### src/rtl/tm1638_responder.sv
// TM1638 bus responder: decodes data/display/address commands, holds the
// 16-byte display RAM, shifts key bytes back. Option: TM1638_RESP_KEY_LATCH_EN.
module tm1638_responder #(
  parameter int         SYNC_STAGES   = 2,
  parameter logic [2:0] DEFAULT_LEVEL = 3'd0
) (
  input  logic       clk,
  input  logic       rst,
  input  logic       tm_stb,
  input  logic       tm_clk,
  input  logic       tm_dio_in,
  output logic       tm_dio_oe,
  input  logic [7:0] keys,
  input  logic [3:0] ram_rd_addr,
  output logic [7:0] ram_rd_data,
  output logic       display_on,
  output logic [2:0] display_level,
  output logic       cmd_valid,
  output logic [7:0] cmd_byte,
  output logic       proto_err
);

  typedef enum logic [2:0] {
    S_IDLE, S_CMD, S_WRITE, S_READ, S_DISC
  } state_t;

  logic [SYNC_STAGES-1:0] stb_sync_q, clk_sync_q, dio_sync_q;
  logic stb_prev_q, clk_prev_q;
  logic stb_s, clk_s, dio_s;
  logic stb_rise, stb_fall, clk_rise, clk_fall;

  state_t state_q, state_d;
  logic [2:0] bitcnt_q, bitcnt_d;
  logic [6:0] shreg_q, shreg_d;
  logic [3:0] ptr_q, ptr_d;
  logic rd_mode_q, rd_mode_d;
  logic fixed_q, fixed_d;
  logic on_q, on_d;
  logic [2:0] level_q, level_d;
  logic [7:0] cmd_byte_q, cmd_byte_d;
  logic cmd_valid_q, cmd_valid_d;
  logic proto_err_q, proto_err_d;
  logic oe_q, oe_d;
  logic [4:0] rd_idx_q, rd_idx_d;
  logic first_q, first_d;
  logic [7:0] ram_q [16];
  logic [7:0] rd_data_q;
  logic we;
  logic [7:0] byte_w;
  logic [31:0] kv;
  logic first_bit, next_bit;

  // Synchronizers and one-flop edge detectors (bus idles high)
  always_ff @(posedge clk) begin
    if (rst) begin
      stb_sync_q <= '1;
      clk_sync_q <= '1;
      dio_sync_q <= '1;
      stb_prev_q <= 1'b1;
      clk_prev_q <= 1'b1;
    end else begin
      stb_sync_q <= {stb_sync_q[SYNC_STAGES-2:0], tm_stb};
      clk_sync_q <= {clk_sync_q[SYNC_STAGES-2:0], tm_clk};
      dio_sync_q <= {dio_sync_q[SYNC_STAGES-2:0], tm_dio_in};
      stb_prev_q <= stb_s;
      clk_prev_q <= clk_s;
    end
  end

  assign stb_s    = stb_sync_q[SYNC_STAGES-1];
  assign clk_s    = clk_sync_q[SYNC_STAGES-1];
  assign dio_s    = dio_sync_q[SYNC_STAGES-1];
  assign stb_rise = stb_s & ~stb_prev_q;
  assign stb_fall = ~stb_s & stb_prev_q;
  assign clk_rise = clk_s & ~clk_prev_q;
  assign clk_fall = ~clk_s & clk_prev_q;
  assign byte_w   = {dio_s, shreg_q};

  assign kv = {3'b0, keys[7], 3'b0, keys[6],
               3'b0, keys[5], 3'b0, keys[4],
               3'b0, keys[3], 3'b0, keys[2],
               3'b0, keys[1], 3'b0, keys[0]};

`ifdef TM1638_RESP_KEY_LATCH_EN
  logic [31:0] key_sr_q, key_sr_d;
  assign first_bit = key_sr_q[0];
  assign next_bit  = key_sr_q[1];
`else
  assign first_bit = kv[0];
  assign next_bit  = kv[rd_idx_q + 5'd1];
`endif

  // Bus FSM: next state, RAM write strobe and register updates
  always_comb begin
    state_d     = state_q;
    bitcnt_d    = bitcnt_q;
    shreg_d     = shreg_q;
    ptr_d       = ptr_q;
    rd_mode_d   = rd_mode_q;
    fixed_d     = fixed_q;
    on_d        = on_q;
    level_d     = level_q;
    cmd_byte_d  = cmd_byte_q;
    cmd_valid_d = 1'b0;
    proto_err_d = 1'b0;
    oe_d        = oe_q;
    rd_idx_d    = rd_idx_q;
    first_d     = first_q;
    we          = 1'b0;
`ifdef TM1638_RESP_KEY_LATCH_EN
    key_sr_d    = key_sr_q;
`endif
    if (stb_rise) begin
      if ((state_q == S_CMD || state_q == S_WRITE) && bitcnt_q != 3'd0)
        proto_err_d = 1'b1;
      state_d  = S_IDLE;
      bitcnt_d = 3'd0;
      oe_d     = 1'b0;
      first_d  = 1'b0;
    end else if (stb_fall) begin
      state_d  = S_CMD;
      bitcnt_d = 3'd0;
    end else begin
      unique case (state_q)
        S_CMD, S_WRITE: begin
          if (clk_rise) begin
            shreg_d  = byte_w[7:1];
            bitcnt_d = bitcnt_q + 3'd1;
            if (bitcnt_q == 3'd7 && state_q == S_WRITE) begin
              we = 1'b1;
              if (!fixed_q) ptr_d = ptr_q + 4'd1;
            end else if (bitcnt_q == 3'd7) begin
              cmd_valid_d = 1'b1;
              cmd_byte_d  = byte_w;
              unique case (byte_w[7:6])
                2'b01: begin
                  rd_mode_d = byte_w[1];
                  fixed_d   = byte_w[2];
                  if (byte_w[1]) begin
                    state_d  = S_READ;
                    rd_idx_d = 5'd0;
                    first_d  = 1'b1;
`ifdef TM1638_RESP_KEY_LATCH_EN
                    key_sr_d = kv;
`endif
                  end
                end
                2'b10: begin
                  on_d    = byte_w[3];
                  level_d = byte_w[2:0];
                end
                2'b11: begin
                  ptr_d = byte_w[3:0];
                  if (rd_mode_q) begin
                    proto_err_d = 1'b1;
                    state_d     = S_DISC;
                  end else begin
                    state_d = S_WRITE;
                  end
                end
                default: begin
                  proto_err_d = 1'b1;
                  state_d     = S_DISC;
                end
              endcase
            end
          end
        end
        S_READ: begin
          if (first_q) begin
            first_d = 1'b0;
            oe_d    = ~first_bit;
          end else if (clk_fall) begin
            if (rd_idx_q == 5'd31) begin
              oe_d    = 1'b0;
              state_d = S_DISC;
            end else begin
              rd_idx_d = rd_idx_q + 5'd1;
              oe_d     = ~next_bit;
`ifdef TM1638_RESP_KEY_LATCH_EN
              key_sr_d = key_sr_q >> 1;
`endif
            end
          end
        end
        default: ;
      endcase
    end
  end

  // Control/state registers
  always_ff @(posedge clk) begin
    if (rst) begin
      state_q     <= S_IDLE;
      bitcnt_q    <= 3'd0;
      shreg_q     <= 7'd0;
      ptr_q       <= 4'd0;
      rd_mode_q   <= 1'b0;
      fixed_q     <= 1'b0;
      on_q        <= 1'b0;
      level_q     <= DEFAULT_LEVEL;
      cmd_byte_q  <= 8'd0;
      cmd_valid_q <= 1'b0;
      proto_err_q <= 1'b0;
      oe_q        <= 1'b0;
      rd_idx_q    <= 5'd0;
      first_q     <= 1'b0;
`ifdef TM1638_RESP_KEY_LATCH_EN
      key_sr_q    <= 32'd0;
`endif
    end else begin
      state_q     <= state_d;
      bitcnt_q    <= bitcnt_d;
      shreg_q     <= shreg_d;
      ptr_q       <= ptr_d;
      rd_mode_q   <= rd_mode_d;
      fixed_q     <= fixed_d;
      on_q        <= on_d;
      level_q     <= level_d;
      cmd_byte_q  <= cmd_byte_d;
      cmd_valid_q <= cmd_valid_d;
      proto_err_q <= proto_err_d;
      oe_q        <= oe_d;
      rd_idx_q    <= rd_idx_d;
      first_q     <= first_d;
`ifdef TM1638_RESP_KEY_LATCH_EN
      key_sr_q    <= key_sr_d;
`endif
    end
  end

  // Display RAM; the read port sees the pre-write byte in a write cycle
  always_ff @(posedge clk) begin
    if (rst) begin
      for (int i = 0; i < 16; i++) ram_q[i] <= 8'd0;
      rd_data_q <= 8'd0;
    end else begin
      rd_data_q <= ram_q[ram_rd_addr];
      if (we) ram_q[ptr_q] <= byte_w;
    end
  end

  assign tm_dio_oe     = oe_q;
  assign ram_rd_data   = rd_data_q;
  assign display_on    = on_q;
  assign display_level = level_q;
  assign cmd_valid     = cmd_valid_q;
  assign cmd_byte      = cmd_byte_q;
  assign proto_err     = proto_err_q;

endmodule

### config.mk
export PLATFORM = sky130hd
export DESIGN_NAME = tm1638_responder
export DESIGN_NICKNAME = d
export VERILOG_FILES = /design/src/rtl/tm1638_responder.sv
export SDC_FILE = /design/constraint.sdc
export NUM_CORES = 1
export LEC_CHECK = 0
export ABC_AREA = 1
export CELL_PAD_IN_SITES_DETAIL_PLACEMENT = 0
export CELL_PAD_IN_SITES_GLOBAL_PLACEMENT = 1
export CORE_MARGIN = 10
export CORE_UTILIZATION = 40
export DETAILED_ROUTE_END_ITERATION = 6
export PLACE_DENSITY = 0.8
export SLEW_MARGIN = 15
export SYNTH_ARGS = -nofsm -noshare
export SYNTH_HDL_FRONTEND = slang
export SYNTH_SLANG_ARGS = --single-unit
### constraint.sdc
create_clock -name clk -period 2.92 [get_ports clk]
set_input_delay 0.292 -clock clk [delete_from_list [all_inputs] [get_ports clk]]
set_output_delay 0.292 -clock clk [all_outputs]
set_load 0.02 [all_outputs]
==> impl_metrics.ini, run 1 <==
[critical_path]
critPathKind = reg -> reg
critPathMaxStageDelay_ns = 0.36
cpMaxStageDelayCell = nor2_4
endpoint_kind = register
start_kind = register
cp_data_required_time_ns = 3.02
arrival_ns = 2.50
r2r_start = stb_prev_q
cp-startpoint = stb_prev_q
cp_max_fo = 9
path_cells = inv_1, ha_1, nor2_4, inv_1, nor2_1, nand3_4, nor2_4, nand2_4, nand2_1

[die]
fp.dieH_um = 165
num_rows = 52
start_util = 0.411
die-area_um2 = 27200
ios = 40
fp.dieW_um = 165
fp.coreArea_um2 = 20400

[synth]
netlist_area_um2 = 8400
ys_async_sr_fraction = 0
syn_nets = 932
ys.flop_type = edfxtp_1
synth_edf_count = 128
syn_inst = 901
ys_ff_latch = 184
synth.area.top_cells = edfxtp_1, dfxtp_1, nor2_1
synth_top_area_cell = edfxtp_1
synth_cell_types = 31
yosysTopAreaCellShare = 0.458
postSynthAreaPerCell_um2 = 9.32
synth_seq_area_share = 0.591
synth_warnings = 0

[global_route]
grt_max_degree = 65
grt_pass1_vias = 5785
antenna_found_initial = 0
grt-ovfl-total = 0
grt_pass1_wl_um = 30800
grt_usage = 0.146

[detailed_routing]
drt-pass1-iter-count = 5
viasPerCell = 5.06
drtIter0Drc = 431
route.met3.wl_um = 1100
wl_per_cell_um = 16.1
wl_met2_um = 9330
maxUsedRoutingLayer = met4
final_antenna_net_count = 0
drc = 0
vias = 6149
finalWirelength_um = 19600
met1_length_um = 8900

[finish]
nets = 964
final.fill_count = 1944
syn2layout_area_growth_pct = 14.7
diodes = 0
layout-drive-gt1-share = 0.0867
final_common_cell = nor2_1
final_cell_mix = nor2_1, edfxtp_1, o21ai_0

[place]
io_buffers = 39
dp_hpwl_um = 13400
place_congestion = 0.840

[timing]
grt_setup_unrepaired = false
setup_tns_ns = 0
hold_ws_ns = 0.409
post-route-period-util = 0.821
tightest_slew_ns = 0.888
slew_viol_final = 0
relSlewSlack = 0.406
finalSetupViolations = 0
fmax_ghz = 0.417
skew_ns = 0.0102
finalWorstPathRequiredPeriod_ns = 2.40
final-hold-violation-count = 0

[power_and_ir_drop]
ir_drop_mv = 0.377
p_leak_nw = 3.56
p_total_w = 0.00546
power.density_nw_per_um2 = 567

[clock_network]
htree_levels = 4
cts_tree = built
root_buffer = clkbuf_16
cts_hold_buf = 0
path_clk_slew_ns = 0.07
clock_latency_ns = 0.43
cts_setup_buffers = 0
cts.sinks = 184
clock_path_buffers = 2
cts_made_buffers = 17
ctsResizeCount = 0

[worst_hold_path]
hold_path_class = reg -> reg
hp-start = stb_sync_q[0]

[flow_run]
maxCapViolations = 0

[run_status]
status = complete, no violations
## worst max-delay path: cells and delay by family, from the launching register on
| family | cells | cell delay (ns) |
|---|---|---|
| flip-flops | 1 | 0.34 |
| AND/OR/NAND/NOR | 6 | 1.39 |
| buffers and inverters | 2 | 0.11 |
| adder cells (fa/ha/maj) | 1 | 0.22 |
## state kept, by name (all words and copies together), names as in the netlist, 2 cells and up
register       count
state_q            3
ram_q            128
stb_sync_q         2
rd_idx_q           5
clk_sync_q         2
shreg_q            7
cmd_byte           8
dio_sync_q         2
ptr_q              4
ram_rd_data        8
display_level      3
bitcnt_q           3
## final timing paths
kind                        end  slack (ns)  cells past startpoint
setup / recovery    ram_q[0][5]        0.52                      9
hold / removal    stb_sync_q[1]        0.41                      1
setup reg to reg    ram_q[0][5]        0.52                      9
hold reg to reg   stb_sync_q[1]        0.41                      1
## Yosys cell counts, drive strengths merged, types with 2 or more instances
cell type    n
dfxtp       56
clkbuf      31
inv         51
edfxtp     128
o21ai      102
nand3       33
nand3b       3
nor2       288
nand4        3
a211oi       2
a21oi       35
ha          14
nand2       93
clkinv       9
o211ai      34
buf         11
or2          6
## cell type report
class,count,area [µm²],area share
sequential,184,4960,0.515
multi-input combinational,615,3030,0.314
timing repair buffer,55,531,0.0551
clock buffer,19,433,0.0449
tap,270,338,0.0351
inverter,60,225,0.0234
clock inverter,13,119,0.0123
## cells by family after synthesis
group | synth area share
flip-flops | 0.591
AO/OA/AOI/OAI | 0.115
buffers and inverters | 0.0486
AND/OR/NAND/NOR | 0.225
adder cells (fa/ha/maj) | 0.0209
## stage by stage
stage	instances	instance area, µm²	utilization	worst slack, ns
after floorplan	901	8400	-	0.913
after global placement	1184	9080	0.445	0.409
after CTS	1216	9640	0.472	0.514
final	1216	9640	0.472	0.524
after global routing	1216	9640	0.472	0.377
after detailed placement	1184	9080	0.445	0.377
## per-layer routing
metal	GRT usage	vias to the layer above
met5	0	-
met4	0.0463	0
met3	0.0261	20
met2	0.242	173
met1	0.191	2858
li1	-	3098
## power by group
| group | leakage, nW | switching (W) | internal (W) |
|---|---|---|---|
| Clock | 0.264 | 0.000998 | 0.00118 |
| Combinational | 1.62 | 0.000232 | 0.000122 |
| Sequential | 1.68 | 0.0000356 | 0.00289 |
| Total | 3.56 | 0.00127 | 0.00419 |
(Power assumes the default switching activity.)
==> inputs of run 2 (changes only) <==
--- a/config.mk
+++ b/config.mk
@@ -11,7 +11,7 @@
 export CORE_MARGIN = 10
 export CORE_UTILIZATION = 40
 export DETAILED_ROUTE_END_ITERATION = 6
-export PLACE_DENSITY = 0.8
+export PLACE_DENSITY = 0.83
 export SLEW_MARGIN = 15
 export SYNTH_ARGS = -nofsm -noshare
 export SYNTH_HDL_FRONTEND = slang
==> constraint.sdc (replaced) <==
create_clock -name clk -period 2.2 [get_ports clk]
set_input_delay 0.22 -clock clk [delete_from_list [all_inputs] [get_ports clk]]
set_output_delay 0.22 -clock clk [all_outputs]
set_load 0.02 [all_outputs]
==> impl_metrics.ini, run 2 (same netlist as run 1, synthesis figures left out) <==
[die]
fp.coreArea_um2 = 20400
start_util = 0.411
die-area_um2 = 27200
fp.dieW_um = 165
num_rows = 52
ios = 40
fp.dieH_um = 165

[finish]
diodes = 0
syn2layout_area_growth_pct = 18.2
regMostFlops = ram_q
layout-drive-gt1-share = 0.137
largest_register_ffs = 128
nets = 998
final_cell_mix = nor2_1, edfxtp_1, o21ai_0
final_common_cell = nor2_1

[place]
place_congestion = 0.837
io_buffers = 39
dp_hpwl_um = 13700
pre_cts_ws_ns = -0.0229

[global_route]
grt_pass1_wl_um = 31400
antenna_found_initial = 0
grt-ovfl-total = 0
grt_pass1_vias = 6015
grt_usage = 0.148
grt_max_degree = 49

[timing]
grt_setup_unrepaired = false
slew_viol_final = 0
post-route-period-util = 0.892
finalWorstPathRequiredPeriod_ns = 1.96
final-hold-violation-count = 0
relSlewSlack = 0.661
fmax_ghz = 0.509
skew_ns = 0.00818
setup_ws_ns = 0.237
finalSetupViolations = 0
tightest_slew_ns = 0.509

[critical_path]
critPathKind = reg -> reg
cpMaxStageDelayCell = dfxtp_1
arrival_ns = 2.09
endpoint_kind = register
start_kind = register
path_delay_family = simple AND/OR/NAND/NOR gates
path_cells = inv_1, ha_1, nor2_4, inv_1, nor2_2, nand3_4, nor2_4, buf_4, nand2_4, nand2_2
cp_data_required_time_ns = 2.32
critPathBufInv = 3
critPathMaxStageDelay_ns = 0.33
cp_max_fo = 8

[power_and_ir_drop]
p_total_w = 0.00711
ir_drop_mv = 0.506
power.density_nw_per_um2 = 717
p_leak_nw = 3.71

[detailed_routing]
finalWirelength_um = 19700
vias = 6277
viasPerCell = 5.02
drc = 0
wl_per_cell_um = 15.8
drtIter0Drc = 418
drt-pass1-iter-count = 7
final_antenna_net_count = 0

[flow_run]
maxCapViolations = 0

[worst_hold_path]
hold_path_class = in -> reg

[clock_network]
cts_tree = built
path_clk_slew_ns = 0.07
cts_made_buffers = 17
cts_hold_buf = 0
root_buffer = clkbuf_16
cts.sinks = 184
clock_latency_ns = 0.43
htree_levels = 4
clock_path_buffers = 2

[run_status]
status = complete, no violations
==> run 2: final timing paths <==
kind                    to     startpoint  slack [ns]  cells past startpoint
max           ram_q[13][7]     stb_prev_q        0.24                     10
min          dio_sync_q[0]      tm_dio_in        0.34                      2
max reg2reg   ram_q[13][7]     stb_prev_q        0.24                     10
min reg2reg  dio_sync_q[1]  dio_sync_q[0]        0.41                      1
==> run 2: metal layers <==
layer  GRT usage  share of wire  wire length (µm)  up-vias
li1            -              -                 -     3161
met1       0.187           0.44              8690     2859
met2       0.242           0.48              9360      219
met3      0.0346          0.057              1120       38
met4      0.0576          0.027               525        0
met5           0              0                 0        -
==> run 2: layout make-up <==
class / count / area, µm²
clock buffer: 18 / 429
clock inverter: 14 / 98.8
fill: 1887 / 10500
inverter: 60 / 225
multi-input combinational: 615 / 3070
sequential: 184 / 4960
tap: 270 / 338
timing repair buffer: 89 / 798
==> run 2: repair_timing <==
action	in CTS	in global routing
setup buffers	0	0
setup endpoints to repair	0	129
resized for setup	0	18
==> run 2: stage by stage <==
stage	area, µm²	hold WS, ns	util	cells	TNS [ns]
after floorplan	8400	0.324	-	901	0
after CTS	9880	0.328	0.484	1250	0
after global placement	9350	0.393	0.458	1218	0
final	9920	0.344	0.486	1250	0
after global routing	9920	0.346	0.486	1250	0
after detailed placement	9350	0.395	0.458	1218	-0.509
==> run 2: worst reg2reg max path, delay by kind of cell, from the launching register on <==
family / cells / cell delay (ns)
simple gates: 6 / 0.82
flops: 1 / 0.33
buf+inv: 3 / 0.28
fa+ha+maj: 1 / 0.23
==> run 2: power by group <==
group / internal (W) / switching, W / leakage [nW]
Sequential: 0.00383 / 0.0000504 / 1.68
Clock: 0.00145 / 0.00130 / 0.256
Combinational: 0.000169 / 0.000313 / 1.78
Total: 0.00545 / 0.00166 / 3.71
